### config.mk
export PLATFORM = sky130hd
export DESIGN_NAME = scale_round_controller
export DESIGN_NICKNAME = d
export VERILOG_FILES = /design/src/rtl/scale_round_controller.sv
export SDC_FILE = /design/constraint.sdc
export NUM_CORES = 1
export LEC_CHECK = 0
export ABC_AREA = 0
export CELL_PAD_IN_SITES_DETAIL_PLACEMENT = 0
export CELL_PAD_IN_SITES_GLOBAL_PLACEMENT = 1
export CORE_UTILIZATION = 38
export DETAILED_ROUTE_END_ITERATION = 6
export PLACE_DENSITY = 0.78
export SLEW_MARGIN = 10
export SYNTH_ARGS = -nofsm -noshare
export SYNTH_HDL_FRONTEND = slang
export SYNTH_SLANG_ARGS = --single-unit
export TNS_END_PERCENT = 10
### constraint.sdc
create_clock -name clk -period 1.94 [get_ports clk]
set_input_delay 0.485 -clock clk [delete_from_list [all_inputs] [get_ports clk]]
set_output_delay 0.485 -clock clk [all_outputs]
set_load 0.02 [all_outputs]
### src/rtl/scale_round_controller.sv
// rtl/scale_round_controller.sv - multi-round scaler/detector frame sequencer (optional macro: SCALE_EARLY_EXIT_EN)
module scale_round_controller #(
    parameter int NUM_ROUNDS    = 18,
    parameter int SETTLE_CYCLES = 2
) (
    input  logic       clk,
    input  logic       rst_n,
    input  logic       start,
    input  logic       abort,
    input  logic       scaler_end,
    input  logic       det_finish,
    input  logic       face_detect,
    output logic       scaler_en,
    output logic [4:0] round_scale,
    output logic       busy,
    output logic       done,
    output logic       face_found
);

    typedef enum logic [2:0] {
        S_IDLE  = 3'd0,
        S_CLEAR = 3'd1,
        S_SCAN  = 3'd2,
        S_DRAIN = 3'd3,
        S_NEXT  = 3'd4,
        S_DONE  = 3'd5
    } state_t;

    localparam logic [4:0] LAST_ROUND  = 5'(NUM_ROUNDS - 1);
    localparam logic [3:0] SETTLE_LAST = 4'(SETTLE_CYCLES - 1);

    state_t     state;
    state_t     state_d;
    logic [3:0] settle_cnt;
    logic [3:0] settle_cnt_d;
    logic [4:0] round_d;
    logic       face_d;
    logic       scaler_en_d;
    logic       busy_d;
    logic       done_d;
    logic       last_round;
    logic       early_exit;

    assign last_round = (round_scale == LAST_ROUND);

`ifdef SCALE_EARLY_EXIT_EN
    // A face in any finished round makes the remaining scales pointless.
    assign early_exit = face_found;
`else
    assign early_exit = 1'b0;
`endif

    // State and all outputs are registered together so they always agree.
    always_ff @(posedge clk or negedge rst_n) begin
        if (!rst_n) begin
            state       <= S_IDLE;
            settle_cnt  <= 4'd0;
            round_scale <= 5'd0;
            face_found  <= 1'b0;
            scaler_en   <= 1'b0;
            busy        <= 1'b0;
            done        <= 1'b0;
        end else begin
            state       <= state_d;
            settle_cnt  <= settle_cnt_d;
            round_scale <= round_d;
            face_found  <= face_d;
            scaler_en   <= scaler_en_d;
            busy        <= busy_d;
            done        <= done_d;
        end
    end

    // Next-state selection; abort overrides every other transition.
    always_comb begin
        state_d = state;
        if (abort && (state != S_IDLE)) begin
            state_d = S_IDLE;
        end else begin
            case (state)
                S_IDLE: begin
                    if (start) state_d = S_CLEAR;
                end
                S_CLEAR: begin
                    if (settle_cnt == SETTLE_LAST) state_d = S_SCAN;
                end
                S_SCAN: begin
                    // An early det_finish is meaningless until the scaler has finished.
                    if (scaler_end) state_d = det_finish ? S_NEXT : S_DRAIN;
                end
                S_DRAIN: begin
                    if (det_finish) state_d = S_NEXT;
                end
                S_NEXT: begin
                    state_d = (last_round || early_exit) ? S_DONE : S_CLEAR;
                end
                S_DONE: begin
                    state_d = S_IDLE;
                end
                default: begin
                    state_d = S_IDLE;
                end
            endcase
        end
    end

    // Output values for the state being entered, loaded by the register above.
    always_comb begin
        settle_cnt_d = 4'd0;
        round_d      = round_scale;
        face_d       = face_found;
        scaler_en_d  = (state_d == S_SCAN) || (state_d == S_DRAIN);
        busy_d       = (state_d != S_IDLE);
        done_d       = (state_d == S_DONE);

        // Settle counter runs only while CLEAR is held; it is zero on entry.
        if ((state == S_CLEAR) && (state_d == S_CLEAR)) begin
            settle_cnt_d = settle_cnt + 4'd1;
        end

        // A new frame restarts the scale index and forgets old detections.
        if ((state == S_IDLE) && (state_d == S_CLEAR)) begin
            round_d = 5'd0;
            face_d  = 1'b0;
        end

        // Only NEXT->CLEAR advances the index, and that path excludes the last round.
        if ((state == S_NEXT) && (state_d == S_CLEAR)) begin
            round_d = round_scale + 5'd1;
        end

        // Detections count only while a round's windows are live.
        if (((state == S_SCAN) || (state == S_DRAIN)) && face_detect) begin
            face_d = 1'b1;
        end
    end

endmodule

Word-level counts from Yosys, hierarchy flattened
Cells that the tools add are included.
W data, S select, Z words.
{ "totals": {"ff_bits": 16, "inputBits": 7} }
{ "op_classes": {"addsub": 2, "eq_ne": 10, "n_mux": 13, "n_reduce_logical": 12} }
{ "ops": {"columns": ["op", "count"], "rows": [
  ["$mux W3", 7],
  ["$pmux W3 S5", 1],
  ["$eq A3 B2 Y1 const B", 4],
  ["$mux W5", 2],
  ["$eq A3 B1 Y1 const B", 2],
  ["$eq A3 B3 Y1 const B", 2],
  ["$reduce_bool A3 Y1", 2],
  ["$add A5 B1 Y5 const B", 1],
  ["$eq A5 B5 Y1 const B", 1],
  ["$logic_and A1 B1 Y1", 5],
  ["$add A4 B1 Y4 const B", 1],
  ["$eq A4 B1 Y1 const B", 1],
  ["$mux W4", 1],
  ["$reduce_bool A2 Y1", 2],
  ["$logic_not A3 Y1", 1],
  ["$logic_or A1 B1 Y1", 2],
  ["$mux W1", 2]
]} }

Depth between registers and ports, before layout
Gate-level depths: netlist of the first run.
{ "depth": {"word_depth": 8, "mapped_depth": 6} }

Least setup slack after synthesis of the first run
No wires, ideal clock.
{ "synth_timing": {"path_type": "reg2reg", "start": "register round_scale[1]", "end": "register round_scale[4]", "setup_time_ps": 99, "arrival_time_ps": 1448, "required_ps": 1841, "setup_slack_ps": 393, "path_stages_with_launch": 7, "cell_sequence": "dfrtp_1 -> inv_1 -> ha_1 -> nand3_1 -> nor3_2 -> or2_4 -> o311ai_4"} }
{ "synth_between": {"elab_chain_cells": 7} }
{ "synth_lines": {"columns": ["element", "line_no", "text"], "rows": [
  ["from (decl)", "14", "output logic [4:0] round_scale,"],
  ["from (signal assigned)", "66", "round_scale <= round_d;"],
  ["$eq A5 B5 Y1", "44", "assign last_round = (round_scale == LAST_ROUND);"],
  ["$mux W3", "95", "state_d = (last_round || early_exit) ? S_DONE : S_CLEAR;"],
  ["$pmux W3 S5", "80", "case (state)"],
  ["$mux W3", "77", "if (abort && (state != S_IDLE)) begin"],
  ["$eq A3 B1 Y1", "122, 128", null],
  ["$logic_and A1 B1 Y1 (on tied branches)", "128, 122", null],
  ["$mux W5 or $reduce_bool A2 Y1 (tied branches)", null, null]
]} }
Parallel ways exist; a longest one is shown, timed or not.
A chain may end at the register's enable or synchronous reset.

Worst setup path in the final report of the first run
{ "layout_timing": {"start": "register round_scale[0]", "end": "output round_scale[0]"} }
No word-level cell between the ends.

==> impl_results.rst, run 1 <==
.. list-table::
   :header-rows: 1

   * - Metric
     - Value
   * - DP Area
     - 1070 um^2
   * - Final non-filler cell total
     - 134
   * - Nets in the synthesized netlist
     - 95
   * - Reg2Reg Launch Point
     - round_scale[1]
   * - Areal power density over the cells
     - 863 nW/um^2
   * - Post-CTS Hold Buffers
     - 0
   * - Quantity of I/O buffers inserted on ports
     - 15
   * - Top Usage Layer GRT
     - met2
   * - I/O Pins
     - 16
   * - Leakage power summed over all cells
     - 0.522 nW
   * - Number of failing hold endpoints at the final stage
     - 0
   * - CP Data Required Time
     - 1.45 ns
   * - Post-route DRC violation count
     - 0
   * - Global placement routability congestion
     - 0.848
   * - EDFF count, synth
     - 0
   * - Count of yosys warnings during synthesis
     - 0
   * - Nets
     - 119
   * - TritonCTS sink count
     - 16
   * - Clock insertion delay at the later pin of the skew report
     - 0.28 ns
   * - CTS HTree Levels
     - 1
   * - Setup Viol. Count Final
     - 0
   * - Largest vdd supply drop
     - 587 uV
   * - Starting density of the core
     - 41.9%
   * - Buf/Inv on CP
     - 1
   * - Class of the worst hold path
     - in -> async
   * - Global-route wire length before repair
     - 2700 um
   * - Clock tree root buffer cell
     - sky130_fd_sc_hd__clkbuf_4
   * - Max FO, Critical Path
     - 6
   * - Number of clock buffers inserted by TritonCTS
     - 3
   * - Result of the run
     - finished clean
   * - Post-layout utilization of the core
     - 54.4%
   * - Final number of max-transition violations
     - 0
   * - Setup repair after global routing missed its margin
     - false
   * - Sequential element share of the synthesized area
     - 46.9%
   * - Period minus WS final
     - 1.85 ns
   * - Max-cap check violation count
     - 0
   * - Fin worst setup slack
     - 0.0926 ns
   * - Met3 usage in global routing
     - 3.74%
   * - R2R setup slack
     - 0.38 ns
   * - Number of instances in the synthesized netlist
     - 84
   * - Avg Vias per Cell
     - 5.15
   * - Vias in the first global route
     - 613
   * - Dpl ws
     - -0.0190 ns
   * - Full die area
     - 2440 um^2
   * - Cell Rows
     - 16
   * - Critical path type
     - reg -> out
   * - Bufs on Longest Clock Path
     - 2
   * - Overall power of the completed layout
     - 0.959 mW
   * - Floorplan core area
     - 2040 um^2
   * - Synth top cells by count
     - 16 x sky130_fd_sc_hd__dfrtp_1, 7 x sky130_fd_sc_hd__nor2_1, 6 x sky130_fd_sc_hd__inv_1, 6 x sky130_fd_sc_hd__o21ai_0
   * - Number of detailed-routing iterations run before antenna repair
     - 4
   * - Worst relative slew slack
     - 75.2%
   * - Cell with the most instances after synthesis
     - sky130_fd_sc_hd__dfrtp_1
   * - Clock-pin slew reported for the worst setup and hold paths after clock tree synthesis
     - 0.10 ns
   * - Largest net degree at the start of global routing
     - 17
   * - Detail Placement HPWL
     - 1190 um
   * - Number of antenna repair diodes
     - 0
   * - Synthesized flop and latch total
     - 16
   * - CP startpoint kind
     - flop
   * - CTS tree
     - done
   * - Arr. time, crit path
     - 1.36 ns
   * - Setup TNS
     - 0 ns
   * - Worst path top cell family by delay
     - buffers and inverters
   * - Post-route standard cell area excluding fillers
     - 1110 um^2
   * - Starting DRC count in detailed routing
     - 17
   * - Filler Cell Count
     - 207
   * - Combined global-route utilization of all metal layers
     - 14.2%
   * - Total global routing overflow
     - 0
   * - Remaining antenna violation count after routing
     - 0
   * - Netlist Area Pre-Place
     - 855 um^2
   * - Number of distinct library cell variants in the gate-level netlist after synthesis
     - 32
   * - Terminus of the critical flop-to-flop path
     - round_scale[2]
   * - Cells traversed along the worst timing path
     - clkdlybuf4s50_1
   * - Slew @ Worst Pin
     - 0.371 ns
   * - Placed Cells incl. Taps
     - 130
   * - Dominant register cell in the synthesized netlist
     - sky130_fd_sc_hd__dfrtp_1
   * - Post-synthesis to final-layout area growth
     - 30.0%
   * - Post-cts sizing count
     - 0
   * - Detailed-route via count
     - 690
   * - Initial antenna violation count
     - 0
   * - Y dimension of the die
     - 49.4 um
   * - Sequential cell area
     - 402 um^2
   * - Post-CTS setup repair buffer count
     - 0
   * - Met1 usage in global routing
     - 20.1%
   * - Share of the cycle needed by the critical path after routing
     - 95.2%
   * - Average routed wire per standard cell
     - 11.6 um
   * - Cell accounting for the most synthesized area
     - sky130_fd_sc_hd__dfrtp_1
   * - Area of combinational cells with multiple inputs
     - 427 um^2
   * - Async S/R FF share, synth
     - 100%
   * - Share of final-layout standard cells stronger than drive strength 1
     - 15.0%
   * - Endpoint type of the worst setup path
     - primary output
   * - Largest stage delay on the critical path
     - 0.64 ns
   * - Area contributors post-synth
     - sky130_fd_sc_hd__dfrtp_1 47%, sky130_fd_sc_hd__ha_1 5.9%, sky130_fd_sc_hd__o21ai_0 3.5%
   * - Portion of synthesized cell area occupied by the leading cell type
     - 46.9%
   * - Worst path slowest cell
     - sky130_fd_sc_hd__clkdlybuf4s50_1
   * - Worst hold slack across all endpoints
     - 0.507 ns
   * - Worst Reg-to-Reg Cells
     - 6
   * - Syn_area_per_cell
     - 10.2 um^2
   * - Largest clock skew in the final design
     - 0.00362 ns
   * - Post-Route WL
     - 1560 um
   * - Horizontal extent of the die
     - 49.4 um
   * - Met2 track demand over resource in global routing
     - 21.7%
   * - Max Fclk
     - 541 MHz
## per-layer routing
metal / vias to the layer above / share of wire (%) / wire length, um
met1: 323 / 51 / 788
met4: 0 / 0.64 / 10
met5: - / 0 / 0
li1: 352 / - / -
met3: 2 / 4.7 / 74
met2: 13 / 44 / 686
## worst max-delay path by stage
stage	startpoint	slack, ns	cells after the start	endpoint
finish	round_scale[0]	0.09	1	round_scale[0]
global route	round_scale[0]	0.03	1	round_scale[0]
CTS	round_scale[2]	0.03	1	round_scale[2]
detailed placement	abort	-0.02	5	round_scale[4]
global placement	abort	-0.02	5	round_scale[4]
floorplan	round_scale[1]	0.39	6	round_scale[4]
## cell families after synthesis
kind of cell	after synthesis	share of synthesized area, %
fa+ha+maj	4	5.86
simple gates	31	20.9
flops	16	46.9
buf+inv	7	3.22
xor+xnor	2	2.05
compound gates	24	21.1
## power breakdown
part	internal, mW	leakage [nW]	switching, mW
clock network	0.114	0.0210	0.106
registers	0.380	0.216	0.0529
logic	0.150	0.285	0.155
## state kept, by name, summed over array words and instances (netlist names)
| register | count |
|---|---|
| round_scale | 5 |
| settle_cnt | 4 |
| state | 3 |
| busy | 1 |
| done | 1 |
| face_found | 1 |
| scaler_en | 1 |
## final cells by class
| class | instances | share of cell area [%] |
|---|---|---|
| repair buffers | 20 | 17.1 |
| well taps | 27 | 3.04 |
| clock buffers | 4 | 3.27 |
| flip-flops and latches | 16 | 36.1 |
| multi-input cells | 61 | 38.4 |
| inverters | 6 | 2.03 |
## placed cells by master (no fill, tap or decap), types with 2 or more instances in the layout
cell type / instances
sky130_fd_sc_hd__nand3b_1: 2
sky130_fd_sc_hd__nor3_1: 2
sky130_fd_sc_hd__nor2_1: 7
sky130_fd_sc_hd__a22o_1: 2
sky130_fd_sc_hd__o21ai_0: 6
sky130_fd_sc_hd__nand3_1: 5
sky130_fd_sc_hd__ha_1: 4
sky130_fd_sc_hd__nand2b_1: 2
sky130_fd_sc_hd__buf_4: 5
sky130_fd_sc_hd__or3_1: 2
sky130_fd_sc_hd__and2_1: 2
sky130_fd_sc_hd__o31ai_1: 4
sky130_fd_sc_hd__clkbuf_4: 3
sky130_fd_sc_hd__clkdlybuf4s50_1: 14
sky130_fd_sc_hd__a21oi_1: 5
sky130_fd_sc_hd__nand2_1: 2
sky130_fd_sc_hd__inv_1: 6
sky130_fd_sc_hd__dfrtp_1: 15
(Power assumes the default switching activity.)
==> inputs of run 2 (changes only) <==
Settings changed: CORE_UTILIZATION 38 to 34, PLACE_DENSITY 0.78 to 0.74.
Clock period 1.94 ns to 1.58 ns, I/O delays scaled along.
==> impl_results.rst, run 2 (same netlist as run 1, synthesis figures left out) <==
.. list-table::
   :header-rows: 1

   * - Metric
     - Value
   * - CTS HTree Levels
     - 1
   * - Cells traversed along the worst timing path
     - buf_4 > dlygate4sd2_1
   * - Detailed-route via count
     - 765
   * - Number of antenna repair diodes
     - 0
   * - Overall power of the completed layout
     - 1.22 mW
   * - Post-route DRC violation count
     - 0
   * - Period minus WS final
     - 1.57 ns
   * - Post-synthesis to final-layout area growth
     - 40.8%
   * - Starting DRC count in detailed routing
     - 27
   * - R2R setup slack
     - 0.04 ns
   * - Post-Route WL
     - 1970 um
   * - Setup repair after global routing missed its margin
     - true
   * - Post-CTS Hold Buffers
     - 0
   * - Dpl ws
     - -0.272 ns
   * - Detail Placement HPWL
     - 1380 um
   * - Arr. time, crit path
     - 1.18 ns
   * - Worst path slowest cell
     - sky130_fd_sc_hd__dfrtp_1
   * - Full die area
     - 2720 um^2
   * - Max Fclk
     - 637 MHz
   * - Setup Viol. Count Final
     - 0
   * - TritonCTS sink count
     - 16
   * - Final number of max-transition violations
     - 0
   * - Terminus of the critical flop-to-flop path
     - round_scale[4]
   * - Post-route standard cell area excluding fillers
     - 1200 um^2
   * - Largest clock skew in the final design
     - 0.00281 ns
   * - Slew @ Worst Pin
     - 0.342 ns
   * - Largest net degree at the start of global routing
     - 17
   * - Quantity of I/O buffers inserted on ports
     - 15
   * - Global placement routability congestion
     - 0.746
   * - Y dimension of the die
     - 52.1 um
   * - CTS tree
     - done
   * - Starting density of the core
     - 37.2%
   * - Commonest non-fill, non-tap cell in the layout
     - sky130_fd_sc_hd__buf_4
   * - Final non-filler cell total
     - 146
   * - Max-cap check violation count
     - 0
   * - Number of clock buffers inserted by TritonCTS
     - 3
   * - Nets
     - 130
   * - Total global routing overflow
     - 0
   * - CP startpoint kind
     - flop
   * - Clock-pin slew reported for the worst setup and hold paths after clock tree synthesis
     - 0.10 ns
   * - Initial antenna violation count
     - 0
   * - Horizontal extent of the die
     - 52.1 um
   * - CP Data Required Time
     - 1.18 ns
   * - Clock insertion delay at the later pin of the skew report
     - 0.29 ns
   * - Cell Rows
     - 17
   * - Bufs on Longest Clock Path
     - 2
   * - Combined global-route utilization of all metal layers
     - 15.6%
   * - Vias in the first global route
     - 690
   * - Areal power density over the cells
     - 1020 nW/um^2
   * - Worst Reg-to-Reg Cells
     - 5
   * - Number of failing hold endpoints at the final stage
     - 0
   * - Endpoint type of the worst setup path
     - primary output
   * - Largest stage delay on the critical path
     - 0.43 ns
   * - Largest regs
     - round_scale: 5 flops, settle_cnt: 4 flops, state: 3 flops
   * - Share of final-layout standard cells stronger than drive strength 1
     - 25.4%
   * - Flip-flop count of the largest register after layout
     - 5
   * - Worst hold slack across all endpoints
     - 0.413 ns
   * - Average routed wire per standard cell
     - 13.5 um
   * - Worst setup path endpoint
     - round_scale[1]
   * - Largest vdd supply drop
     - 705 uV
   * - Clock tree root buffer cell
     - sky130_fd_sc_hd__clkbuf_4
   * - Reg with most FFs
     - round_scale
   * - Placed Cells incl. Taps
     - 139
   * - Highest-count cells in the layout ignoring fill and taps
     - 16 x sky130_fd_sc_hd__buf_4, 15 x sky130_fd_sc_hd__dfrtp_1, 9 x sky130_fd_sc_hd__dlygate4sd2_1
   * - I/O Pins
     - 16
   * - Class of the worst hold path
     - in -> async
   * - Critical path type
     - reg -> out
   * - Leakage power summed over all cells
     - 0.601 nW
   * - Fin worst setup slack
     - 0.00988 ns
   * - Global-route wire length before repair
     - 3060 um
   * - Share of the cycle needed by the critical path after routing
     - 99.4%
   * - DP Area
     - 1130 um^2
   * - Worst relative slew slack
     - 77.0%
   * - Number of detailed-routing iterations run before antenna repair
     - 6
   * - Max FO, Critical Path
     - 3
   * - Result of the run
     - finished clean
   * - Remaining antenna violation count after routing
     - 0
   * - Reg2Reg Launch Point
     - round_scale[0]
   * - Worst setup startpoint
     - round_scale[1]
   * - Avg Vias per Cell
     - 5.24
   * - Floorplan core area
     - 2300 um^2
[run 2: layout make-up]
cell class / count / area (um^2)
fillers: 231 / 1090
multi-input cells: 61 / 449
flip-flops and latches: 16 / 402
repair buffers: 31 / 259
clock buffers: 4 / 36.3
well taps: 28 / 35.0
inverters: 6 / 22.5
[run 2: repair_timing]
action	CTS	global route
setup endpoints to repair	10	6
pin swaps	0	4
gates cloned	0	0
resized for setup	10	4
setup buffers	0	3
[run 2: per-stage QoR]
step	setup TNS [ns]	utilization (%)
after floorplan	0	-
after global placement	-1.40	49.3
after detailed placement	-1.61	49.3
after CTS	0	50.7
after global routing	-0.160	52.4
final	0	52.4
[run 2: worst min-delay path by stage]
stage / startpoint / to / slack (ns) / depth (start not counted)
after floorplan: rst_n / busy / 0.1 / 0
after global placement: settle_cnt[3] / settle_cnt[3] / 0.53 / 2
after detailed placement: settle_cnt[0] / settle_cnt[0] / 0.54 / 2
after CTS: rst_n / settle_cnt[3] / 0.42 / 2
after global routing: rst_n / settle_cnt[2] / 0.43 / 2
final: rst_n / round_scale[2] / 0.41 / 2
[run 2: routing by layer]
layer	global-route usage, %	up-vias	routed length [um]
li1	-	376	-
met1	18.2	371	896
met2	27.1	16	973
met3	5.26	2	90
met4	3.95	0	12
met5	0	-	0
[run 2: report_power, final]
part	internal [mW]	switching [mW]	total [mW]	leakage (nW)
logic	0.200	0.214	0.414	0.365
clock network	0.140	0.140	0.280	0.0210
registers	0.467	0.0633	0.530	0.216
total	0.807	0.417	1.22	0.601
[run 2: worst max-delay path: cells and delay by family (launching register included)]
family	cells	cell delay [ns]
flops	1	0.43
buf+inv	2	0.46
